`config.mk`:
```
export PLATFORM = sky130hd
export DESIGN_NAME = arm_if_stage
export DESIGN_NICKNAME = d
export VERILOG_FILES = /design/src/rtl/arm_if_stage.sv
export SDC_FILE = /design/constraint.sdc
export NUM_CORES = 1
export LEC_CHECK = 0
export CORE_ASPECT_RATIO = 1.25
export CORE_MARGIN = 2
export CORE_UTILIZATION = 55
export CTS_CLUSTER_DIAMETER = 40
export CTS_CLUSTER_SIZE = 40
export DETAILED_ROUTE_END_ITERATION = 12
export PLACE_DENSITY = 0.79
export REMOVE_ABC_BUFFERS = 1
export SLEW_MARGIN = 30
export SYNTH_ARGS = -nofsm -noshare
export SYNTH_HDL_FRONTEND = slang
export SYNTH_SLANG_ARGS = --single-unit
```
`constraint.sdc`:
```
create_clock -name clk -period 7.7 [get_ports clk]
set_clock_uncertainty 0.2 [all_clocks]
set_input_delay 1.155 -clock clk [delete_from_list [all_inputs] [get_ports clk]]
set_output_delay 1.155 -clock clk [all_outputs]
set_load 0.01 [all_outputs]
```
`src/rtl/arm_if_stage.sv`:
```
// ARM instruction-fetch stage: fetch PC, pipelined imem requests, in-order fetch queue and IF/ID register.
// Define ARM_IF_PC8_EN to make IFID_pc carry fetch address + 8 (r15 read value) instead of + 4.
module arm_if_stage #(
    parameter logic [31:0] RESET_PC = 32'h0000_0000,
    parameter int          FQ_DEPTH = 2            // 2..4
) (
    input  logic        clk,
    input  logic        rst,
    input  logic        PCWrite,
    input  logic        IFID_Write,
    input  logic        halt_req,
    input  logic        branch_taken,
    input  logic [31:0] branch_target,
    output logic        imem_req,
    output logic [31:0] imem_addr,
    input  logic        imem_gnt,
    input  logic        imem_rvalid,
    input  logic [31:0] imem_rdata,
    output logic [31:0] IFID_inst,
    output logic [31:0] IFID_pc,
    output logic        IFID_valid,
    output logic        fetch_halted
);

    localparam int          CW      = $clog2(FQ_DEPTH + 1);
    localparam int          PW      = $clog2(FQ_DEPTH);
    localparam logic [CW:0] DEPTH_W = (CW+1)'(FQ_DEPTH);
    localparam logic [31:0] NOP     = 32'hE1A0_0000;
`ifdef ARM_IF_PC8_EN
    localparam logic [31:0] PC_OFS  = 32'd8;
`else
    localparam logic [31:0] PC_OFS  = 32'd4;
`endif

    logic [31:0]   r_pc;
    logic [CW-1:0] r_outstanding;
    logic [CW-1:0] r_drop_cnt;
    logic [CW-1:0] r_count;
    logic [PW-1:0] r_rd_ptr;
    logic [PW-1:0] r_wr_ptr;
    logic [PW-1:0] r_fl_rd_ptr;
    logic [PW-1:0] r_fl_wr_ptr;
    logic          r_halt_l;
    logic [31:0]   r_ifid_inst;
    logic [31:0]   r_ifid_pc;
    logic          r_ifid_valid;

    logic [31:0]   r_q_inst [FQ_DEPTH];
    logic [31:0]   r_q_pc   [FQ_DEPTH];
    logic [31:0]   r_fl_pc  [FQ_DEPTH];   // addresses of requests still awaiting a response

    logic [CW:0]   w_occupancy;
    logic          w_issue;
    logic          w_rsp_keep;
    logic [31:0]   w_rsp_pc;
    logic          w_pop;
    logic          w_bypass;
    logic          w_push;

    function automatic logic [PW-1:0] ptr_inc(input logic [PW-1:0] p);
        if (p == PW'(FQ_DEPTH - 1))
            return '0;
        return p + PW'(1);
    endfunction

    // Queue slots plus in-flight requests never exceed the queue size, so every response has a home.
    assign w_occupancy = {1'b0, r_count} + {1'b0, r_outstanding};
    assign imem_req    = ~rst & PCWrite & ~r_halt_l & ~branch_taken & (w_occupancy < DEPTH_W);
    assign imem_addr   = r_pc;
    assign w_issue     = imem_req & imem_gnt;

    assign w_rsp_keep  = imem_rvalid & (r_drop_cnt == '0);
    assign w_rsp_pc    = r_fl_pc[r_fl_rd_ptr];
    assign w_pop       = IFID_Write & ~branch_taken & (r_count != '0);
    assign w_bypass    = IFID_Write & ~branch_taken & (r_count == '0) & w_rsp_keep;
    assign w_push      = w_rsp_keep & ~branch_taken & ~w_bypass;

    assign IFID_inst    = r_ifid_inst;
    assign IFID_pc      = r_ifid_pc;
    assign IFID_valid   = r_ifid_valid;
    assign fetch_halted = r_halt_l & (r_outstanding == '0);

    // Storage arrays carry no reset; validity is tracked by the pointers and counts.
    always_ff @(posedge clk) begin
        if (w_issue)
            r_fl_pc[r_fl_wr_ptr] <= r_pc;
        if (w_push) begin
            r_q_inst[r_wr_ptr] <= imem_rdata;
            r_q_pc[r_wr_ptr]   <= w_rsp_pc;
        end
    end

    always_ff @(posedge clk) begin
        if (rst) begin
            r_pc          <= RESET_PC;
            r_outstanding <= '0;
            r_drop_cnt    <= '0;
            r_count       <= '0;
            r_rd_ptr      <= '0;
            r_wr_ptr      <= '0;
            r_fl_rd_ptr   <= '0;
            r_fl_wr_ptr   <= '0;
            r_halt_l      <= 1'b0;
            r_ifid_inst   <= NOP;
            r_ifid_pc     <= '0;
            r_ifid_valid  <= 1'b0;
        end else begin
            if (halt_req)
                r_halt_l <= 1'b1;

            if (branch_taken)
                r_pc <= branch_target;
            else if (w_issue)
                r_pc <= r_pc + 32'd4;

            case ({w_issue, imem_rvalid})
                2'b10:   r_outstanding <= r_outstanding + CW'(1);
                2'b01:   r_outstanding <= r_outstanding - CW'(1);
                default: ;
            endcase

            if (w_issue)
                r_fl_wr_ptr <= ptr_inc(r_fl_wr_ptr);
            if (imem_rvalid)
                r_fl_rd_ptr <= ptr_inc(r_fl_rd_ptr);

            // Everything still in flight at a redirect belongs to the wrong path.
            if (branch_taken)
                r_drop_cnt <= r_outstanding - CW'(imem_rvalid);
            else if (imem_rvalid && r_drop_cnt != '0)
                r_drop_cnt <= r_drop_cnt - CW'(1);

            if (branch_taken) begin
                r_count  <= '0;
                r_rd_ptr <= '0;
                r_wr_ptr <= '0;
            end else begin
                if (w_push)
                    r_wr_ptr <= ptr_inc(r_wr_ptr);
                if (w_pop)
                    r_rd_ptr <= ptr_inc(r_rd_ptr);
                case ({w_push, w_pop})
                    2'b10:   r_count <= r_count + CW'(1);
                    2'b01:   r_count <= r_count - CW'(1);
                    default: ;
                endcase
            end

            if (branch_taken || (IFID_Write && !w_pop && !w_bypass)) begin
                r_ifid_inst  <= NOP;
                r_ifid_pc    <= '0;
                r_ifid_valid <= 1'b0;
            end else if (w_pop) begin
                r_ifid_inst  <= r_q_inst[r_rd_ptr];
                r_ifid_pc    <= r_q_pc[r_rd_ptr] + PC_OFS;
                r_ifid_valid <= 1'b1;
            end else if (w_bypass) begin
                r_ifid_inst  <= imem_rdata;
                r_ifid_pc    <= w_rsp_pc + PC_OFS;
                r_ifid_valid <= 1'b1;
            end
        end
    end

endmodule

```
* Word level (Yosys, flattened, before mapping)
Memories as Yosys holds them, arrays and structs flattened. A register that Yosys moved wholly into a read port is not among the register bits. Index checks and enable logic that the tools add are counted.
Storage, ports and cells: register bits after elaboration 108, bits in writable memories 192, bits of input ports 72, output and inout port bits 99, word-level logic and storage cells 113, memories kept 3
Memories:
- r_fl_pc | depth 2, bits a word 32, rd ports 1, clocked after memory_dff 1, write ports 1, RTL line 50 | logic [31:0] r_fl_pc [FQ_DEPTH];
- r_q_inst | depth 2, bits a word 32, rd ports 1, clocked after memory_dff 1, write ports 1, RTL line 48 | logic [31:0] r_q_inst [FQ_DEPTH];
- r_q_pc | depth 2, bits a word 32, rd ports 1, clocked after memory_dff 1, write ports 1, RTL line 49 | logic [31:0] r_q_pc [FQ_DEPTH];
Operators by class: $add $sub $neg 14, order comparisons 1, eq/ne operators 4, multiplexer cells 44, bitwise gates (word level) 17, reductions and logical operators 18
Operator list (count):
- $mux 32 | 6
- $add 32x3->32 const B | 3
- $mux 1 | 34
- $reduce_bool 2->1 | 7
- $and 1x1->1 | 13
- $pmux 2 s2 | 2
- $logic_not 2->1 | 3
- $sub 2x1->2 const B | 3
- $add 1x1->1 const B | 4
- $add 2x1->2 const B | 2
- $eq 2x1->1 const B | 2
- $eq 2x2->1 const B | 2
- $mux 2 | 2
- $not 1->1 | 4
- $reduce_or 2->1 | 2
- $add 2x2->3 | 1
- $logic_and 1x1->1 | 3
- $lt 3x2->1 const B | 1
- $logic_not 1->1 | 2
- $sub 2x1->2 | 1
- $logic_or 1x1->1 | 1

* Longest topological paths before layout
Gate-level depths: netlist of run 1.
word-level depth 10, mapped depth 15, gate-level depth less buffers 11

* Worst setup path after synthesis of run 1
No wires, ideal clock.
path type input-to-reg, start in branch_taken, end mem r_q_inst[0][0], enable pin, setup time 0.486 ns, arrival time 4.550 ns, required time 7.014 ns, setup slack 2.464 ns, cell stages on the path 5, buffers on the path 2, path through buf_2 > clkbuf_1 > a211oi_1 > inv_1 > nor2_1
On the way: longest elaborated chain between the ends 8, elaborated cells between the ends (all ways) 9, those cells by class mux (2); bitwise (7)
Ends and longest elaborated chain:
- start, declared | RTL line 12 | input logic branch_taken,
- $not 1->1 (*) | RTL line 75, 76
- $and 1x1->1 (3 in series) | RTL line 75 | assign w_bypass = IFID_Write & ~branch_taken & (r_count == '0) & w_rsp_keep;
- $not 1->1 | RTL line 76 | assign w_push = w_rsp_keep & ~branch_taken & ~w_bypass;
- $and 1x1->1 (*) | RTL line 76
- $mux 1 (*) | RTL line 87 | if (w_push) begin
- $mux 1 (not written as such) (*) | RTL line 88 | r_q_inst[r_wr_ptr] <= imem_rdata;
- end, declared | RTL line 48
Every way passes the cells marked *; elsewhere a longest branch is shown, timed or not.

* Worst setup path in the final report of run 1
start in IFID_Write, end reg r_ifid_pc[30], in the netlist IFID_pc[30]
On the way: longest elaborated chain between the ends 7, elaborated cells between the ends (all ways) 12, those cells by class mux (1); bitwise (4); reduce/logical (7)
Ends and longest elaborated chain:
- start, declared | RTL line 10 | input logic IFID_Write,
- $and 1x1->1 | RTL line 74, 75
- $and 1x1->1 (on tied branches) | RTL line 75, 74
- $and 1x1->1 / $logic_not 1->1 (equally long branches) | RTL line 75, 149
- $logic_not 1->1 / $logic_and 1x1->1 (equally long branches) | RTL line 149 | if (branch_taken || (IFID_Write && !w_pop && !w_bypass)) begin
- $logic_and 1x1->1 | RTL line 149
- $logic_or 1x1->1 | RTL line 149
- $reduce_or 2->1 (no source line)
- end signal, assigned | RTL line 155 | r_ifid_pc <= r_q_pc[r_rd_ptr] + PC_OFS;
- end signal, assigned | RTL line 159 | r_ifid_pc <= w_rsp_pc + PC_OFS;
- end, declared | RTL line 45 | logic [31:0] r_ifid_pc;
Parallel ways exist; a longest one is shown, timed or not. A chain may end at the register's enable or synchronous reset.

==> flow_summary_export.csv, run 1 <==
group,metric,value,unit
worst_setup_path,crit_path_max_incr_delay,0.58,ns
synthesis,synth_top_family_by_area,"simple AND/OR/NAND/NOR gates",
synthesis,synth-adder-area-share,0.726,%
synthesis,synth-seq-cells,302,
pwr,netSwitchingFraction,23.4,%
pwr,comb_power_share,7.1,%
route,avgViaCountPerCell,5.85,
cells_and_area,stdcell_count,1611,
clocking,cts_buffers,31,
worst_setup_path,crit_start,"IFID_Write",
synthesis,syn_avg_cell_area,11.4,µm²
route,drt_pass1_iterations,5,
worst_setup_path,cp_max_fo,76,
floorplan,start_util,55.6,%
floorplan,dieArea,25100,µm²
global_route,grt_pass1_vias,9078,
synthesis,synth_edf_count,192,
synthesis,async_flop_share,0,%
worst_setup_path,crit_top_cell,"buf_4",
worst_hold_path,hold_path_class,"flip-flop to flip-flop",
synthesis,syn_area,13100,µm²
worst_setup_path,r2r_start,"r_count[0]",
sta,max_freq,192,MHz
route,drc,0,
cells_and_area,synthToLayoutAreaGrowth,23.3,%
route,vias,9424,
synthesis,synthSimpleGateAreaFrac,13.4,%
synthesis,ys_warn_count,0,
clocking,hold_buffers,0,
worst_setup_path,crit_end,"IFID_pc[30]",
worst_setup_path,crit_path_end_kind,"flip-flop",
synthesis,synth_top_area_share,44.0,%
sta,rsz0062_at_grt,"no",
pwr,ir_drop,159,µV
clocking,clock_path_buffers,3,
placed_design,routabilityCongestion,0.899,
floorplan,chipHeight,177,µm
route,routed_wire_length_per_instance,17.7,µm
global_route,antenna_found_initial,0,
synthesis,synthXorXnorAreaFrac,2.68,%
sta,slew_violations,0,
synthesis,synthCells,1148,
sta,setup_viol,0,
cells_and_area,n_antenna_cell,0,
placed_design,hpwlAfterDp,18.6,mm
clocking,post_cts_buffers,0,
clocking,cts_max_level,1,
global_route,grt-ovfl-total,0,
cells_and_area,fillers,1681,
pwr,switchingPower,0.845,mW
pwr,power.leakage,5.19,nW
worst_setup_path,critPathLaunchType,"primary input",
worst_setup_path,cp.required,7.94,ns
worst_setup_path,worst-path-buf-inv,4,
sta,hold_viol,0,
route,drt_iter0_drc,562,
worst_setup_path,r2r_end,"IFID_pc[30]",
global_route,grt_util_all_layers,22.3,%
floorplan,die_x,142,µm
global_route,met3_usage,2.55,%
clocking,cts.sinks,302,
global_route,busiest_layer,"met2",
floorplan,pin_count,171,
sta,tns,0,ns
route,wirelength,28.5,mm
global_route,grt_max_degree,77,
worst_hold_path,hold_start,"IFID_inst[14]",
placed_design,io_buffers,170,
placed_design,dp.cells,1553,
pwr,p_int,2.77,mW
floorplan,core,23600,µm²
clocking,clkTransAtPathRegs,0.07,ns
global_route,grt_pass1_wl,45.2,mm
worst_setup_path,cp.arrival,5.46,ns
pwr,powerDensity,224,nW/µm²
clocking,clk_latency,0.58,ns
cells_and_area,fin_nets,1374,
sta,tightest_slew,0.913,ns
pwr,power.share.clock,43.6,%
route,drtAntennaViolNets,0,
synthesis,yosysUniqueCellTypes,64,
sta,relSlewSlack,39.2,%
worst_setup_path,critical-path-slowest-cell,"clkinv_2",
worst_setup_path,reg2reg_depth,11,
worst_setup_path,r2r_slack,3.11,ns
synthesis,ys_top_cells_by_area,"edfxtp_1, dfxtp_1, mux2i_1, nand2_1, a21oi_1",
worst_setup_path,cp_cell_sequence,"clkdlybuf4s50_1 -> nor2b_1 -> buf_4 -> nand2_1 -> clkinv_2 -> buf_4 -> a21oi_1 -> ha_1 -> o2111ai_2 -> or3_4 -> nor4_4 -> mux2i_1 -> nor2_1",
clocking,cts-root-buf,"clkbuf_16",
worst_setup_path,path_depth,13,
run_status,status,"finished, final reports clean",
synthesis,synth_top_area_cell,"edfxtp_1",
sta,period_minus_slack,5.22,ns
pwr,pwr-share-seq,49.3,%
clocking,cts_tree,"yes",
synthesis,synth-compound-area-share,11.7,%
clocking,post_cts_resized,0,
sta,fin_crit_sh,67.8,%
synthesis,ys_seq_area_share,60.8,%
floorplan,fp-row-count,63,
global_route,met1_usage,28.6,%
flow_run,drv_cap,0,
worst_setup_path,crit_family,"buffers and inverters",
synthesis,synth_ff_type,"edfxtp_1",
synthesis,synthMuxAreaShare,7.92,%
global_route,use_met2,38.5,%
worst_setup_path,critPathKind,"primary input to flip-flop",
cells_and_area,layout-drive-gt1-share,8.87,%
-- cell families (layout without fill, tap and decap cells) --
family,after synthesis,in the layout
flops,302,302
buf+inv,87,258
simple gates,371,371
mux,101,101
compound gates,240,240
fa+ha+maj,7,7
xor+xnor,40,40
-- area by class of cell --
| class | instances | area (µm²) | area share [%] |
|---|---|---|---|
| Timing Repair Buffer | 185 | 1830 | 11.3 |
| Tap cell | 292 | 365 | 2.26 |
| Multi-Input combinational cell | 759 | 4800 | 29.8 |
| Inverter | 16 | 61.3 | 0.380 |
| Clock inverter | 23 | 294 | 1.82 |
| Clock buffer | 34 | 818 | 5.07 |
| Sequential cell | 302 | 7970 | 49.4 |
-- state kept, by name, summed over array words and instances (netlist names), named ones only --
| register | flops |
|---|---|
| r_wr_ptr | 1 |
| r_fl_rd_ptr | 1 |
| r_q_inst | 64 |
| r_fl_wr_ptr | 1 |
| IFID_pc | 32 |
| IFID_valid | 1 |
| r_rd_ptr | 1 |
| r_outstanding | 2 |
| imem_addr | 32 |
| r_drop_cnt | 2 |
| r_count | 2 |
| r_halt_l | 1 |
| r_fl_pc | 64 |
| r_q_pc | 64 |
| IFID_inst | 32 |
-- worst min-delay path, stage by stage, from the launching register on --
cell and delay, ns:
dfxtp_1 0.31, nand2_1 0.05, a21oi_1 0.05
-- cells in the mapped netlist (21+ instances only) --
cell        n
o211ai_1   38
edfxtp_1  192
nand2_1   133
dfxtp_1   110
mux2_2     21
clkbuf_1   45
mux2i_1    80
o21ai_0    50
nand3_1    37
a21oi_1    81
xnor2_1    28
nor2_1     96
-- layout by cell type (no fill, tap or decap), types with 8 or more instances in the layout --
cell type / instances
xor2_1: 12
clkbuf_16: 32
nand2_1: 132
mux2_2: 21
xnor2_1: 28
edfxtp_1: 192
nor2_1: 93
inv_1: 14
nand3_1: 37
o211ai_1: 38
nand4_1: 12
nand2b_1: 11
a211oi_1: 20
a31oi_1: 9
nor3_1: 19
clkdlybuf4s50_1: 169
dfxtp_1: 108
mux2i_1: 80
a21oi_1: 80
buf_4: 14
a221oi_1: 10
or3_1: 8
o21ai_0: 50
-- worst min-delay path by stage --
stage	slack, ns	to	cells past startpoint
after floorplan	0.25	r_halt_l	2
after global placement	0.24	IFID_inst[6]	2
after detailed placement	0.25	IFID_inst[0]	2
after CTS	0.26	IFID_inst[1]	2
after global routing	0.27	IFID_inst[6]	2
final	0.25	IFID_inst[14]	2
-- routing by layer --
metal  part of all wire [%]  wire length (µm)
met2                     50             14200
met3                    5.1              1460
met5                      0                 0
met4                    3.3               925
met1                     42             11900
-- power groups by stage --
stage | combinational, mW | sequential (mW) | clock [mW]
final | 0.256 | 1.78 | 1.58
after floorplan | 0.120 | 1.83 | 0
after detailed placement | 0.252 | 1.82 | 0
after global placement | 0.247 | 1.82 | 0
after global routing | 0.279 | 1.79 | 1.65
after CTS | 0.254 | 1.78 | 1.60
-- metrics by stage --
stage	setup WS, ns	total power, mW	instance area [µm²]	hold WS, ns	utilization, %
floorplan	1.88	1.95	12800	0.252	-
global placement	2.12	2.06	15000	0.242	63.6
detailed placement	1.99	2.07	15000	0.247	63.6
CTS	2.53	3.64	16100	0.256	68.4
global route	2.29	3.72	16100	0.275	68.5
finish	2.48	3.62	16100	0.253	68.5
No activity file was read; power rests on OpenSTA's default activity.
==> inputs of run 2 (changes only) <==
==> constraint.sdc (replaced) <==
create_clock -name clk -period 5.1 [get_ports clk]
set_clock_uncertainty 0.2 [all_clocks]
set_input_delay 0.765 -clock clk [delete_from_list [all_inputs] [get_ports clk]]
set_output_delay 0.765 -clock clk [all_outputs]
set_load 0.01 [all_outputs]
==> flow_summary_export.csv, run 2 (synthesized netlist as in run 1, its figures left out) <==
group,metric,value,unit
sta,max_freq,260,MHz
global_route,grt_max_degree,71,
worst_hold_path,min_path_cells,2,
clocking,clk_latency,0.55,ns
sta,rsz0062_at_grt,"no",
global_route,grt-ovfl-total,0,
global_route,grt_util_all_layers,22.9,%
global_route,grt_pass1_wl,46.4,mm
worst_setup_path,r2r_slack,1.30,ns
clocking,clock_path_buffers,3,
route,drt_pass1_iterations,5,
sta,slew_violations,0,
clocking,hold_buffers,0,
sta,fin_crit_sh,75.6,%
clocking,post_cts_buffers,0,
worst_setup_path,crit_path_end_kind,"flip-flop",
clocking,cts_max_level,1,
cells_and_area,fillers,1694,
cells_and_area,final_cell_mix,"edfxtp_1, clkdlybuf4s50_1, nand2_1, dfxtp_1, nor2_1",
pwr,ir_drop,228,µV
clocking,cts_buffers,30,
global_route,grt_pass1_vias,9185,
clocking,cts.sinks,302,
worst_setup_path,critPathLaunchType,"primary input",
route,vias,9425,
floorplan,start_util,55.6,%
clocking,cts_tree,"yes",
pwr,powerDensity,334,nW/µm²
placed_design,routabilityCongestion,0.883,
pwr,power,5.38,mW
worst_setup_path,reg2reg_depth,10,
cells_and_area,final_common_cell,"edfxtp_1",
cells_and_area,layout-drive-gt1-share,8.71,%
placed_design,io_buffers,170,
clocking,cts-root-buf,"clkbuf_16",
global_route,antenna_found_initial,0,
clocking,post_cts_resized,0,
cells_and_area,register_area,7970,µm²
sta,tns,0,ns
floorplan,fp-row-count,63,
sta,setup_viol,0,
route,routed_wire_length_per_instance,18.1,µm
route,drtAntennaViolNets,0,
cells_and_area,n_antenna_cell,0,
worst_hold_path,hold_path_class,"flip-flop to flip-flop",
worst_setup_path,cp_max_fo,18,
floorplan,pin_count,171,
worst_setup_path,critPathKind,"primary input to flip-flop",
floorplan,chipHeight,177,µm
sta,tightest_slew,0.959,ns
floorplan,core,23600,µm²
clocking,clkTransAtPathRegs,0.07,ns
sta,relSlewSlack,36.1,%
cells_and_area,multiInputGateArea,4800,µm²
route,wirelength,29.2,mm
cells_and_area,fin_nets,1376,
flow_run,drv_cap,0,
route,drt_iter0_drc,570,
worst_setup_path,r2r_end,"IFID_pc[30]",
pwr,power.leakage,5.19,nW
route,avgViaCountPerCell,5.84,
sta,period_minus_slack,3.85,ns
cells_and_area,largestRegisters,"r_fl_pc: 64 flops, r_q_inst: 64 flops, r_q_pc: 64 flops",
worst_hold_path,min_to,"IFID_inst[2]",
sta,hold_viol,0,
worst_setup_path,r2r_start,"r_count[0]",
placed_design,hpwlAfterDp,19.4,mm
floorplan,die_x,142,µm
worst_setup_path,cp.arrival,4.10,ns
run_status,status,"finished, final reports clean",
worst_setup_path,cp.required,5.35,ns
worst_hold_path,hold_start,"IFID_inst[2]",
route,drc,0,
floorplan,dieArea,25100,µm²
cells_and_area,synthToLayoutAreaGrowth,23.0,%
## run 2: worst max-delay path: stages
cell	delay, ns
clkdlybuf4s50_1	0.51
nor2b_1	0.19
nand2_1	0.36
clkinv_2	0.34
a21oi_1	0.26
ha_1	0.29
o2111ai_2	0.31
or3_4	0.47
nor4_4	0.29
mux2i_1	0.21
nor2_1	0.06
## run 2: per-layer routing
layer  up-vias  share of wire, %  track usage, %
met5         -                 0               0
met4         0               2.9            8.29
met3        73               5.4            2.77
met2       336                50            39.5
met1      4462                42            29.8
li1       4554                 -               -
## run 2: worst max-delay path by stage
stage / startpoint / slack (ns) / endpoint
after detailed placement: IFID_Write / 0.70 / IFID_pc[30]
after global routing: IFID_Write / 1.05 / IFID_pc[30]
after global placement: IFID_Write / 0.78 / IFID_pc[30]
final: IFID_Write / 1.25 / IFID_pc[30]
after floorplan: IFID_Write / -0.33 / IFID_pc[29]
after CTS: IFID_Write / 1.27 / IFID_pc[30]
## run 2: final cells by class
class,instances,share of cell area (%)
clock buffer,36,5.13
clock inverter,20,1.44
inverter,16,0.380
multi-input combinational,759,29.8
sequential,302,49.5
tap,292,2.27
timing repair buffer,188,11.5
## run 2: power by group
part / internal (mW) / switching (mW) / total [mW] / leakage, nW
registers: 2.65 / 0.0533 / 2.70 / 2.65
logic: 0.177 / 0.201 / 0.378 / 2.02
clock network: 1.34 / 0.958 / 2.30 / 0.522
## run 2: through the flow
stage	util [%]	area [µm²]	instances	setup slack, ns	hold slack [ns]
6_report	68.4	16100	1613	1.25	0.253
3_5_place_dp	63.7	15000	1556	0.702	0.245
5_1_grt	68.4	16100	1613	1.05	0.279
4_1_cts	68.2	16100	1612	1.27	0.254
2_1_floorplan	-	12800	1077	-0.330	0.252
3_3_place_gp	63.7	15000	1556	0.780	0.241
